`config.mk`:
```
export PLATFORM = sky130hd
export DESIGN_NAME = switch_mcu_wb_arbiter
export DESIGN_NICKNAME = d
export VERILOG_FILES = /design/src/rtl/switch_mcu_pkg.sv /design/src/rtl/switch_mcu_wb_fifo.sv /design/src/rtl/switch_mcu_wb_arbiter.sv
export SDC_FILE = /design/constraint.sdc
export NUM_CORES = 1
export LEC_CHECK = 0
export BUFFER_PORTS_ARGS = -buffer_cell sky130_fd_sc_hd__buf_2
export CORE_AREA = 2 2 127 141
export DETAILED_ROUTE_END_ITERATION = 8
export DIE_AREA = 0 0 129 143
export PLACE_DENSITY = 0.76
export RECOVER_POWER = 50
export SYNTH_ARGS = -nofsm -noshare
export SYNTH_HDL_FRONTEND = slang
export SYNTH_HIERARCHICAL = 1
export SYNTH_SLANG_ARGS = --single-unit
```
`constraint.sdc`:
```
create_clock -name in_clk -period 5.2 [get_ports in_clk]
set_input_delay 1.04 -clock in_clk [delete_from_list [all_inputs] [get_ports in_clk]]
set_output_delay 1.04 -clock in_clk [all_outputs]
set_load 0.02 [all_outputs]
```
`src/rtl/switch_mcu_pkg.sv`:
```
// Shared definitions for the switch MCU writeback path: load encodings,
// default widths and the round-robin source identifier.
package switch_mcu_pkg;

  localparam int unsigned AW_DEF = 5;
  localparam int unsigned DW_DEF = 32;

  localparam logic [2:0] F3_LB  = 3'b000;
  localparam logic [2:0] F3_LH  = 3'b001;
  localparam logic [2:0] F3_LW  = 3'b010;
  localparam logic [2:0] F3_LBU = 3'b100;
  localparam logic [2:0] F3_LHU = 3'b101;

  typedef enum logic {
    SRC_ALU = 1'b0,
    SRC_LSU = 1'b1
  } src_e;

endpackage

```
`src/rtl/switch_mcu_wb_fifo.sv`:
```
// Small synchronous FIFO with occupancy count; head is a combinational read
// of the oldest entry.
module switch_mcu_wb_fifo #(
  parameter int unsigned DEPTH = 2,
  parameter int unsigned W     = 8,
  localparam int unsigned CW   = $clog2(DEPTH + 1)
) (
  input  logic          in_clk,
  input  logic          in_rst,
  input  logic          push,
  input  logic [W-1:0]  push_data,
  input  logic          pop,
  output logic [W-1:0]  head_c,
  output logic [CW-1:0] count,
  output logic          full_c,
  output logic          empty_c
);

  localparam int unsigned PW = $clog2(DEPTH);

  logic [W-1:0]  mem [DEPTH];
  logic [PW-1:0] wr_ptr;
  logic [PW-1:0] rd_ptr;
  logic          push_ok;
  logic          pop_ok;

  assign full_c  = (count == CW'(DEPTH));
  assign empty_c = (count == '0);
  assign head_c  = mem[rd_ptr];
  assign push_ok = push && !full_c;
  assign pop_ok  = pop && !empty_c;

  // Storage is not reset; validity is tracked by count alone.
  always_ff @(posedge in_clk) begin
    if (in_rst && push_ok) begin
      mem[wr_ptr] <= push_data;
    end
  end

  always_ff @(posedge in_clk) begin
    if (!in_rst) begin
      wr_ptr <= '0;
      rd_ptr <= '0;
      count  <= '0;
    end else begin
      if (push_ok) wr_ptr <= wr_ptr + PW'(1);
      if (pop_ok)  rd_ptr <= rd_ptr + PW'(1);
      case ({push_ok, pop_ok})
        2'b10:   count <= count + CW'(1);
        2'b01:   count <= count - CW'(1);
        default: count <= count;
      endcase
    end
  end

endmodule

```
`src/rtl/switch_mcu_wb_arbiter.sv`:
```
// Writeback arbiter: queues ALU and load results, round-robins between them
// and drives the single register file write port.
module switch_mcu_wb_arbiter
  import switch_mcu_pkg::*;
#(
  parameter int unsigned DEPTH = 2,
  parameter int unsigned AW    = AW_DEF,
  parameter int unsigned DW    = DW_DEF
) (
  input  logic          in_clk,
  input  logic          in_rst,
  input  logic          in_alu_valid,
  output logic          out_alu_ready,
  input  logic [AW-1:0] in_alu_rd,
  input  logic [DW-1:0] in_alu_data,
  input  logic          in_lsu_valid,
  output logic          out_lsu_ready,
  input  logic [AW-1:0] in_lsu_rd,
  input  logic [DW-1:0] in_lsu_data,
  input  logic [2:0]    in_lsu_funct3,
  input  logic [1:0]    in_lsu_addr_lo,
  output logic [AW-1:0] out_waddr,
  output logic          out_wen,
  output logic [DW-1:0] out_wdata,
  output logic          out_idle
);

  localparam int unsigned CW  = $clog2(DEPTH + 1);
  localparam int unsigned AWD = AW + DW;
  localparam int unsigned LWD = AW + DW + 5;

  logic [CW-1:0]  alu_count, lsu_count;
  logic           alu_full, lsu_full, alu_empty, lsu_empty;
  logic [AWD-1:0] alu_head;
  logic [LWD-1:0] lsu_head;
  logic           alu_push, lsu_push, alu_pop, lsu_pop;
  src_e           rr_q, rr_d;

  logic [AW-1:0]  lsu_rd;
  logic [DW-1:0]  lsu_word, lsu_ext;
  logic [2:0]     lsu_f3;
  logic [1:0]     lsu_lo;
  logic [7:0]     ld_byte;
  logic [15:0]    ld_half;

  assign out_alu_ready = !alu_full;
  assign out_lsu_ready = !lsu_full;
  assign out_idle      = (alu_count == '0) && (lsu_count == '0) && !out_wen;

  // Writes to x0 are accepted but never occupy a slot.
  assign alu_push = in_alu_valid && out_alu_ready && (in_alu_rd != '0);
  assign lsu_push = in_lsu_valid && out_lsu_ready && (in_lsu_rd != '0);

  switch_mcu_wb_fifo #(.DEPTH(DEPTH), .W(AWD)) u_alu_fifo (
    .in_clk    (in_clk),
    .in_rst    (in_rst),
    .push      (alu_push),
    .push_data ({in_alu_rd, in_alu_data}),
    .pop       (alu_pop),
    .head_c    (alu_head),
    .count     (alu_count),
    .full_c    (alu_full),
    .empty_c   (alu_empty)
  );

  switch_mcu_wb_fifo #(.DEPTH(DEPTH), .W(LWD)) u_lsu_fifo (
    .in_clk    (in_clk),
    .in_rst    (in_rst),
    .push      (lsu_push),
    .push_data ({in_lsu_rd, in_lsu_data, in_lsu_funct3, in_lsu_addr_lo}),
    .pop       (lsu_pop),
    .head_c    (lsu_head),
    .count     (lsu_count),
    .full_c    (lsu_full),
    .empty_c   (lsu_empty)
  );

  // The pointer only moves when both heads compete.
  always_comb begin
    alu_pop = 1'b0;
    lsu_pop = 1'b0;
    rr_d    = rr_q;
    if (!alu_empty && !lsu_empty) begin
      if (rr_q == SRC_LSU) begin
        lsu_pop = 1'b1;
        rr_d    = SRC_ALU;
      end else begin
        alu_pop = 1'b1;
        rr_d    = SRC_LSU;
      end
    end else if (!alu_empty) begin
      alu_pop = 1'b1;
    end else if (!lsu_empty) begin
      lsu_pop = 1'b1;
    end
  end

  always_ff @(posedge in_clk) begin
    if (!in_rst) rr_q <= SRC_LSU;
    else         rr_q <= rr_d;
  end

  assign lsu_rd   = lsu_head[LWD-1 -: AW];
  assign lsu_word = lsu_head[DW+4 -: DW];
  assign lsu_f3   = lsu_head[4:2];
  assign lsu_lo   = lsu_head[1:0];
  assign ld_byte  = lsu_word[{lsu_lo, 3'b000} +: 8];
  assign ld_half  = lsu_word[{lsu_lo[1], 4'b0000} +: 16];

  always_comb begin
    lsu_ext = lsu_word;
    case (lsu_f3)
      F3_LB:   lsu_ext = {{(DW-8){ld_byte[7]}}, ld_byte};
      F3_LH:   lsu_ext = {{(DW-16){ld_half[15]}}, ld_half};
      F3_LBU:  lsu_ext = {{(DW-8){1'b0}}, ld_byte};
      F3_LHU:  lsu_ext = {{(DW-16){1'b0}}, ld_half};
      F3_LW:   lsu_ext = lsu_word;
      default: lsu_ext = lsu_word;
    endcase
  end

  // Address/data hold their last value between writes.
  always_ff @(posedge in_clk) begin
    if (!in_rst) begin
      out_wen   <= 1'b0;
      out_waddr <= '0;
      out_wdata <= '0;
    end else begin
      out_wen <= alu_pop || lsu_pop;
      if (lsu_pop) begin
        out_waddr <= lsu_rd;
        out_wdata <= lsu_ext;
      end else if (alu_pop) begin
        {out_waddr, out_wdata} <= alu_head;
      end
    end
  end

endmodule
```
==> results of run 1 <==
Yosys cell counts (2+ instances only):
master and instances:
or2_2 8, buf_1 4, o21a_1 10, xnor2_1 6
buf_2 15, a221oi_1 7, clkbuf_1 16, inv_2 4
nor3b_1 2, o32ai_4 2, a21oi_1 9, a2111oi_1 7
o311a_1 2, nand3b_1 7, a21boi_1 4, and2_1 2
mux2_2 79, nand2_1 73, buf_6 3, or3_1 8
o21ai_0 27, nor2_1 4, a32o_1 7, nor2b_1 6
dfxtp_1 49, nor3_1 16, nand3_1 17, nand2b_1 2
nand2b_2 2, ha_1 2, and4_1 2, edfxtp_1 158
o311ai_0 7, o21ai_1 23, mux2i_1 15, inv_1 6
o211ai_1 16
layout make-up:
class / instances / share of cell area, %
sequential: 207 / 56.77
multi-input combinational: 380 / 27.56
tap: 234 / 2.902
inverter: 10 / 0.3721
clock buffer: 25 / 5.358
clock inverter: 13 / 1.563
timing repair buffer: 129 / 5.482
sequential cells by signal (all words and copies together), names as in the netlist, named ones only:
signal,cells
out_waddr,5
out_wdata,32
out_wen,1
rr_q,1
u_alu_fifo/count,2
u_alu_fifo/mem,74
u_alu_fifo/rd_ptr,1
u_alu_fifo/wr_ptr,1
u_lsu_fifo/count,2
u_lsu_fifo/mem,84
u_lsu_fifo/rd_ptr,1
u_lsu_fifo/wr_ptr,1
power by group:
part / total (mW) / internal [mW] / switching (mW)
Combinational: 1.84 / 0.678 / 1.16
Sequential: 2.21 / 2.06 / 0.153
Clock: 1.51 / 0.901 / 0.606
Total: 5.56 / 3.64 / 1.92
how the worst max path moves through the flow:
| stage | slack [ps] | start | cells past startpoint | end |
|---|---|---|---|---|
| 2_1_floorplan | 220 | in_lsu_rd[1] | 4 | u_lsu_fifo/mem[0][0] |
| 3_3_place_gp | 1920 | in_alu_rd[1] | 6 | u_alu_fifo/mem[0][23] |
| 3_5_place_dp | 1840 | in_alu_rd[0] | 6 | u_alu_fifo/mem[0][23] |
| 4_1_cts | 2160 | u_lsu_fifo/count[1] | 8 | u_lsu_fifo/count[1] |
| 5_1_grt | 1850 | u_lsu_fifo/count[1] | 8 | u_lsu_fifo/count[1] |
| 6_report | 2060 | u_lsu_fifo/count[1] | 8 | u_lsu_fifo/count[1] |
metal layers:
metal / routed length [um] / GRT usage (%) / vias up
met2: 9977 / 36.95 / 200
met1: 7833 / 27.17 / 2719
met4: 329 / 5.034 / 0
met3: 1102 / 2.997 / 27
li1: - / - / 2668
met5: 0 / 0 / -
cell families after synthesis:
group,after synthesis
xor gates and xnor gates,6
and+or+nand+nor,153
adders and majority gates,2
AOI/OAI and AO/OA,125
muxes,94
buffers and inverters,49
DFF,207
critical path, stage by stage, from the launching register on:
cell and delay (ps):
dfxtp_1 360, nor2_1 550, inv_1 150, o21ai_2 250, inv_2 550, o21a_1 310
ha_1 330, or3_1 380, a21boi_1 140
metrics by stage:
step,area (um^2),utilization [%]
after floorplan,8728,-
after global placement,9503,56.05
after detailed placement,9503,56.05
after CTS,10200,60.17
after global routing,10090,59.51
final,10090,59.51
==> impl_metrics.yaml, run 1 <==
logic_synthesis:
  syn-num-nets: 721
  synth_area_leaders: "edfxtp_1, dfxtp_1, mux2_2, nand2_1, mux2i_1"
  yosys.area_share.simple_pct: 8.673
  syn_inst: 636
  yosysSeqAreaShare_pct: 65.60
  synth_top_area_cell: "edfxtp_1"
  synthAdderAreaFrac_pct: 0.2867
  synth_top_family_by_area: "multiplexers"
  syn-cell-area_um2: 8728
  synthMuxAreaShare_pct: 11.91
  synth_top_area_share_pct: 54.36
  synth_edf_count: 158
  ys.flop_type: "edfxtp_1"
  synth_warnings: 6
  synth-compound-area-share_pct: 10.31
  synth.distinct_cells: 46
  synthXorXnorAreaFrac_pct: 0.6021
  async_reset_ff_share_pct: 0
  synth_seq_cells: 207
  avgSynthCellArea_um2: 13.72
detailed_routing:
  via_count: 5614
  antenna_left: 0
  drc: 0
  routed_wl_mm: 19.24
  detail_route.iter0.violations: 447
  wl_per_cell_um: 19.28
  drt-pass1-iter-count: 5
  post_drt_via_cell_ratio: 5.625
timing:
  setup_viol: 0
  fin_ws_ps: 2058
  slew_headroom_pct: 18.38
  max_freq_ghz: 0.3183
  fin_crit_sh_pct: 60.42
  fin_hold_ws_ps: 446.9
  report.final.hold_viol_count: 0
  setup_tns_ps: 0
  final-max-slew-violation-count: 0
  finClkSkew_ps: 9.942
  rsz0062_at_grt: "false"
  layout_min_cycle_time_ps: 3142
  tightestPinTransition_ps: 1219
global_routing:
  grt_max_degree: 71
  overflow: 0
  grt_pass1_wl_mm: 29.68
  grt_usage_pct: 20.87
  grt_pass1_vias: 5586
  antenna_found_initial: 0
power:
  leakage_nw: 3.384
  power_mw: 5.557
  power.density_nw_per_um2: 550.8
  ir_drop_mv: 0.3615
final_layout:
  syn2layout_area_growth_pct: 15.58
  nNetsFinal: 834
  drive_gt1_share_pct: 23.17
  multi_input_area_um2: 2780
  final_common_cell: "edfxtp_1"
  seq_area_um2: 5727
  num-fill-cells: 1358
  finalNonFillerCells: 998
  diodes: 0
  final_cell_mix: "edfxtp_1, clkbuf_1, mux2_2, nand2_1, dfxtp_1"
clock_tree:
  cts_hold_buf: 0
  clkTransAtPathRegs_ps: 60
  cts-buffers-inserted: 21
  cts_tree: "yes"
  cts-root-buf: "clkbuf_16"
  htreeDepth: 1
  cts.sinks: 207
  clk_latency_ps: 490
  cts_buffer_depth: 3
  post-cts-setup-buffers: 0
  cts.repair.resized: 0
die:
  initial_utilization_pct: 51.48
  fp-row-count: 50
  coreArea_um2: 16950
  ios: 124
  die_w_um: 129
  fp.dieH_um: 143
  fp.dieArea_um2: 18450
hold_path:
  hp-class: "reg -> reg"
  whs_path_depth: 2
  min_to: "out_wdata[19]"
  min_from: "out_wdata[19]"
outcome:
  status: "completed"
worst_setup_path:
  r2r_setup_slack_ps: 2060
  crit_path_end_kind: "flop"
  cp_max_fo: 70
  critPathKind: "reg -> reg"
  r2r_end: "u_lsu_fifo/count[1]"
  cp_data_arrival_time_ps: 3570
  crit_required_ps: 5630
  r2r_start: "u_lsu_fifo/count[1]"
  worst_setup_path_start_kind: "flop"
  r2r.worst_path.cells: 8
run:
  cap_viol_max_count: 0
placed_design:
  place_inst: 960
  dp_slack_ps: 1845
  portBuffers: 123
  gp_congestion: 0.9057
  dpl.hpwl_mm: 13.27
No activity file was read; power rests on OpenSTA's default activity.
==> run 2: changes to the inputs <==
Settings changed: ABC_AREA from default to 1.
Clock period 5.2 ns to 2.6 ns, I/O delays scaled along.
==> run 2 against run 1 <==
  * First-iteration DRC count grew 7.8%
  * Largest cell class unchanged
  * Synthesized area grew 0.16%
  * Register-to-register slack lost 1700 ps
  * Sequential cell count is the same
  * Via count grew 2.6%
  * Hold slack lost 230 ps
==> impl_metrics.yaml, run 2 <==
outcome:
  status: "completed"
timing:
  fin_crit_sh_pct: 87.36
  setup_tns_ps: 0
  tightestPinTransition_ps: 1004
  slew_headroom_pct: 32.36
  max_freq_ghz: 0.4402
  finClkSkew_ps: 6.853
  report.final.hold_viol_count: 0
  setup_viol: 0
  rsz0062_at_grt: "false"
  layout_min_cycle_time_ps: 2271
  final-max-slew-violation-count: 0
  fin_hold_ws_ps: 221.8
power:
  power.density_nw_per_um2: 1142
  ir_drop_mv: 0.8133
  leakage_nw: 3.829
  power_mw: 11.61
final_layout:
  seq_area_um2: 5727
  multi_input_area_um2: 2614
  regMostFlops: "u_lsu_fifo/mem"
  final_common_cell: "nand2_1"
  design_area_um2: 10160
  largest_reg_flops: 84
  num-fill-cells: 1421
  syn2layout_area_growth_pct: 16.22
  drive_gt1_share_pct: 20.57
  diodes: 0
  nNetsFinal: 946
  top_regs: "u_lsu_fifo/mem (84), u_alu_fifo/mem (74), out_wdata (32)"
  final_cell_mix: "nand2_1, edfxtp_1, clkbuf_1, mux2_2, dfxtp_1"
  final_util_pct: 59.93
logic_synthesis:
  syn-num-nets: 818
  synthTopCellsByCount: "nand2_1, edfxtp_1, mux2_2, dfxtp_1, nor2_1"
  syn-cell-area_um2: 8742
  synth.most_common_cell: "nand2_1"
  synth_area_leaders: "edfxtp_1, dfxtp_1, mux2_2, nand2_1, nand3_1"
  syn_inst: 733
  yosysSeqAreaShare_pct: 65.49
  synth.distinct_cells: 30
  synth_top_area_cell: "edfxtp_1"
  async_reset_ff_share_pct: 0
  synth_edf_count: 158
  synth_warnings: 6
  synth_top_area_share_pct: 54.27
  avgSynthCellArea_um2: 11.93
  ys.flop_type: "edfxtp_1"
  synth_seq_cells: 207
placed_design:
  portBuffers: 123
  dpl.hpwl_mm: 13.31
  place_area_um2: 9635
  gp_congestion: 0.9014
detailed_routing:
  routed_wl_mm: 19.52
  via_count: 5762
  wl_per_cell_um: 17.60
  antenna_left: 0
  drt-pass1-iter-count: 5
  drc: 0
  detail_route.iter0.violations: 482
  post_drt_via_cell_ratio: 5.196
die:
  die_w_um: 129
  initial_utilization_pct: 51.56
  ios: 124
  coreArea_um2: 16950
  fp.dieH_um: 143
  fp.dieArea_um2: 18450
  fp-row-count: 50
clock_tree:
  cts_hold_buf: 0
  cts_tree: "yes"
  cts.sinks: 207
  clk_latency_ps: 480
  cts_buffer_depth: 3
  cts-root-buf: "clkbuf_16"
  cts.repair.resized: 0
  clkTransAtPathRegs_ps: 60
  cts-buffers-inserted: 21
  htreeDepth: 1
  post-cts-setup-buffers: 0
global_routing:
  antenna_found_initial: 1
  grt_max_degree: 43
  grt_usage_pct: 20.78
  overflow: 0
  grt_pass1_vias: 5513
  grt_pass1_wl_mm: 29.22
worst_setup_path:
  r2r_setup_slack_ps: 330
  crit_path_end_kind: "flop"
  crit_buf_inv: 4
  slowest_stage: "dfxtp_1"
  critPathKind: "reg -> reg"
  cp_data_arrival_time_ps: 2650
  critPathMostFrequentCell: "nand2_1"
  crit_required_ps: 2980
  cp_top_family: "buffers and inverters"
  cp_cell_sequence: "inv_1 > nand2_1 > inv_1 > a21oi_1 > buf_4 > inv_2 > a21oi_1 > nand3_1 > nand2_1 > nand2_1"
  cp_max_fo: 22
  worst_setup_path_start_kind: "flop"
  max_stage_delay_ps: 420
hold_path:
  hp-class: "in -> reg"
run:
  cap_viol_max_count: 0
run 2: cell count changes after synthesis, sizes merged, moves of 10 or more:
cell,delta
clkbuf,-10
nand2,+100
o211ai,-16
mux2i,-15
nor3,-10
nand3,+17
o21ai,-19
inv,+40
nor2,+44
a21oi,+18
run 2: path summary, 6_finish.rpt:
path                                          start                    end  cells past startpoint
worst max register to register  u_lsu_fifo/count[0]          out_wdata[23]                     10
worst max-delay path            u_lsu_fifo/count[0]          out_wdata[23]                     10
worst min register to register        out_wdata[23]          out_wdata[23]                      2
worst min-delay path                in_lsu_data[11]  u_lsu_fifo/mem[0][16]                      1
run 2: area by class of cell:
cell class / instances / share of cell area (%)
clock inverter: 9 / 0.9236
tap: 234 / 2.882
timing repair buffer: 137 / 6.626
clock buffer: 28 / 5.628
sequential: 207 / 56.37
multi-input combinational: 444 / 25.73
inverter: 50 / 1.847
run 2: per-layer routing:
layer | wire (um) | vias to the layer above | global-route usage (%)
met5 | 0 | - | 0
met4 | 398 | 0 | 5.549
met3 | 1262 | 25 | 3.522
met2 | 9662 | 185 | 35.51
met1 | 8200 | 2760 | 27.57
li1 | - | 2792 | -
run 2: power by group:
| part | internal, mW | switching [mW] |
|---|---|---|
| Sequential | 4.19 | 0.286 |
| Clock | 1.74 | 1.20 |
| Combinational | 1.49 | 2.70 |
run 2: stage by stage:
stage / setup slack [ps] / std cells
floorplan: -159.7 / 733
global placement: 427.3 / 1072
detailed placement: 405.3 / 1072
CTS: 382.7 / 1109
global route: 198.8 / 1109
finish: 328.5 / 1109
run 2: cells by family (layout without fill, tap and decap cells):
| family | after synthesis | after routing | synth area share (%) |
|---|---|---|---|
| fa+ha+maj | 2 | 2 | 0.2862 |
| mux | 79 | 79 | 10.18 |
| flops | 207 | 207 | 65.49 |
| buf+inv | 82 | 224 | 4.938 |
| compound gates | 84 | 84 | 5.754 |
| simple gates | 279 | 279 | 13.35 |
run 2: worst reg2reg max path: stages (launching register included):
cell	delay [ps]
dfxtp_1	420
inv_1	110
nand2_1	100
inv_1	130
a21oi_1	320
buf_4	290
inv_2	210
a21oi_1	340
nand3_1	110
nand2_1	90
nand2_1	40
==> run 3: changes to the inputs <==
Settings changed: CORE_AREA 2 2 127 141 to 2 2 128 142, DIE_AREA 0 0 129 143 to 0 0 130 144, GPL_ROUTABILITY_DRIVEN from default to 0, HOLD_SLACK_MARGIN from default to 0.02, PLACE_DENSITY 0.76 to 0.75, SYNTH_HIERARCHICAL 1 to default.
==> run 3 against run 2 <==
  * Synthesized cell count is 20% higher
  * Combinational power increased by 7.9%
  * Global-route usage up 2.9 points
  * Synthesized area increased by 0.92%
  * Sequential share of layout area down 1.1 points
  * Fmax increased by 4.0%
  * Via count grew 15%
  * Critical path type is now reg -> out
==> impl_metrics.yaml, run 3 <==
die:
  coreArea_um2: 17420
  die_w_um: 130
  ios: 124
  fp-row-count: 51
  fp.dieH_um: 144
  initial_utilization_pct: 50.64
  fp.dieArea_um2: 18720
detailed_routing:
  post_drt_via_cell_ratio: 5.233
  wl_per_cell_um: 17.28
  routed_wl_mm: 21.80
  detail_route.iter0.violations: 563
  drc: 0
  drt-pass1-iter-count: 5
  via_count: 6604
  antenna_left: 0
timing:
  rsz0062_at_grt: "false"
  report.final.hold_viol_count: 0
  setup_tns_ps: 0
  fin_ws_ps: 416.8
  slew_headroom_pct: 43.26
  final-max-slew-violation-count: 0
  layout_min_cycle_time_ps: 2183
  setup_viol: 0
  fin_crit_sh_pct: 83.97
  max_freq_ghz: 0.4580
  tightestPinTransition_ps: 851.1
  finClkSkew_ps: 10.01
clock_tree:
  htreeDepth: 1
  cts-buffers-inserted: 22
  clk_latency_ps: 500
  clkTransAtPathRegs_ps: 60
  post-cts-setup-buffers: 0
  cts.repair.resized: 0
  cts_tree: "yes"
  cts_buffer_depth: 3
  cts-root-buf: "clkbuf_16"
  cts.sinks: 207
  cts_hold_buf: 0
final_layout:
  diodes: 0
  top_regs: "u_lsu_fifo.mem (84), u_alu_fifo.mem (74), out_wdata (32)"
  largest_reg_flops: 84
  final_cell_mix: "nand2_1, edfxtp_1, clkbuf_1, nand3_1, inv_1"
  multi_input_area_um2: 2640
  final_common_cell: "nand2_1"
  nNetsFinal: 1093
  drive_gt1_share_pct: 13.67
  seq_area_um2: 5725
  regMostFlops: "u_lsu_fifo.mem"
  num-fill-cells: 1489
  syn2layout_area_growth_pct: 17.47
power:
  ir_drop_mv: 0.5752
  leakage_nw: 4.288
  power.density_nw_per_um2: 1167
  combPwrFrac_pct: 37.4
  internal_power_mw: 7.364
  power.share.sequential_pct: 35.8
  switching_power_mw: 4.728
  p_clk_share_pct: 26.8
  switching_share_pct: 39.10
hold_path:
  min_to: "u_alu_fifo.mem[0][7]"
  hp-class: "in -> reg"
  min_from: "in_alu_data[7]"
  whs_path_depth: 1
global_routing:
  grt_pass1_vias: 6458
  grt_max_degree: 43
  overflow: 0
  grt_pass1_wl_mm: 33.65
  antenna_found_initial: 0
  grt_usage_pct: 23.71
logic_synthesis:
  synth_top_area_cell: "edfxtp_1"
  synth_warnings: 0
  synth_top_area_share_pct: 53.78
  syn_inst: 882
  avgSynthCellArea_um2: 10.00
  synthTopCellsByCount: "nand2_1, edfxtp_1, nand3_1, nor2_1, inv_1"
  yosysSeqAreaShare_pct: 64.90
  syn-cell-area_um2: 8822
  synth_edf_count: 158
  synth_area_leaders: "edfxtp_1, nand2_1, dfxtp_1, nand3_1, a21oi_1"
  synth_seq_cells: 207
  ys.flop_type: "edfxtp_1"
  synth.most_common_cell: "nand2_1"
  synth.distinct_cells: 31
  async_reset_ff_share_pct: 0
  syn-num-nets: 967
worst_setup_path:
  worst_setup_path_start_kind: "flop"
  cp_max_fo: 8
  critPathKind: "reg -> out"
  cp_data_arrival_time_ps: 1660
  r2r_end: "out_wdata[8]"
  max_stage_delay_ps: 350
  crit_path_end_kind: "output pin"
  cp_cell_sequence: "nor2_1 > inv_1 > nor2_4 > inv_1 > nor2_1 > buf_2"
  crit_required_ps: 2080
  r2r.worst_path.cells: 10
  r2r_setup_slack_ps: 420
  slowest_stage: "dfxtp_1"
placed_design:
  dp_slack_ps: 435.5
  portBuffers: 123
  dpl.hpwl_mm: 14.82
outcome:
  status: "completed"
run:
  cap_viol_max_count: 0
run 3: changes by cell type after synthesis, moves of 12 or more:
cell	delta
nor2_1	+19
inv_1	+19
nand2_1	+106
nand3_1	+36
mux2_2	-79
a21oi_1	+32
o21a_1	-17
nand3_2	+13
o21ai_0	+22
or2_2	-12
run 3: logic make-up (layout without fill, tap and decap cells):
group	after synthesis	after routing	share of synthesized area [%]
simple gates	451	451	22.34
flops	207	207	64.90
compound gates	117	117	6.878
buf+inv	105	247	5.602
fa+ha+maj	2	2	0.2836
run 3: how the worst max path moves through the flow:
stage	slack [ps]	end	startpoint	cells past startpoint
finish	420	out_idle	u_lsu_fifo.count[0]	6
global route	190	out_wdata[8]	flop	10
CTS	410	out_idle	u_lsu_fifo.count[0]	6
detailed placement	440	out_wdata[16]	flop	10
global placement	500	out_wdata[15]	flop	10
floorplan	300	u_lsu_fifo.mem[0][0]	u_lsu_fifo.count[0]	4
run 3: cell type report:
cell class	count	share of cell area [%]
multi-input cells	570	25.47
clock buffers	29	6.061
well taps	238	2.873
repair buffers	141	6.580
inverters	66	2.463
clock inverters	11	1.304
flip-flops and latches	207	55.25
run 3: worst max-delay path: cells and delay by family (launching register included):
kind | cells | cell delay [ps]
buf+inv | 3 | 430
simple gates | 3 | 390
flops | 1 | 350
run 3: routing by layer:
layer | up-vias | GRT usage (%) | routed length (um)
met1 | 3088 | 30.50 | 8566
met3 | 51 | 4.292 | 1615
met4 | 0 | 9.225 | 731
li1 | 3207 | - | -
met5 | - | 0 | 0
met2 | 258 | 40.01 | 10890
run 3: metrics by stage:
stage	std cells	hold WS (ps)	utilization, %	instance area [um^2]	total power, mW
final	1262	206.8	59.49	10360	12.09
after global routing	1262	190.9	59.49	10360	12.80
after CTS	1262	196.0	60.10	10470	12.17
after detailed placement	1222	439.5	55.72	9707	8.913
after global placement	1222	437.3	55.72	9707	8.870
after floorplan	882	425.5	-	8850	7.573
run 3: power groups by stage:
stage / registers [mW] / clock network [mW] / logic (mW)
after floorplan: 4.54 / 0 / 3.03
after global placement: 4.37 / 0 / 4.50
after detailed placement: 4.37 / 0 / 4.54
after CTS: 4.32 / 3.28 / 4.58
after global routing: 4.37 / 3.43 / 5.00
final: 4.33 / 3.24 / 4.52
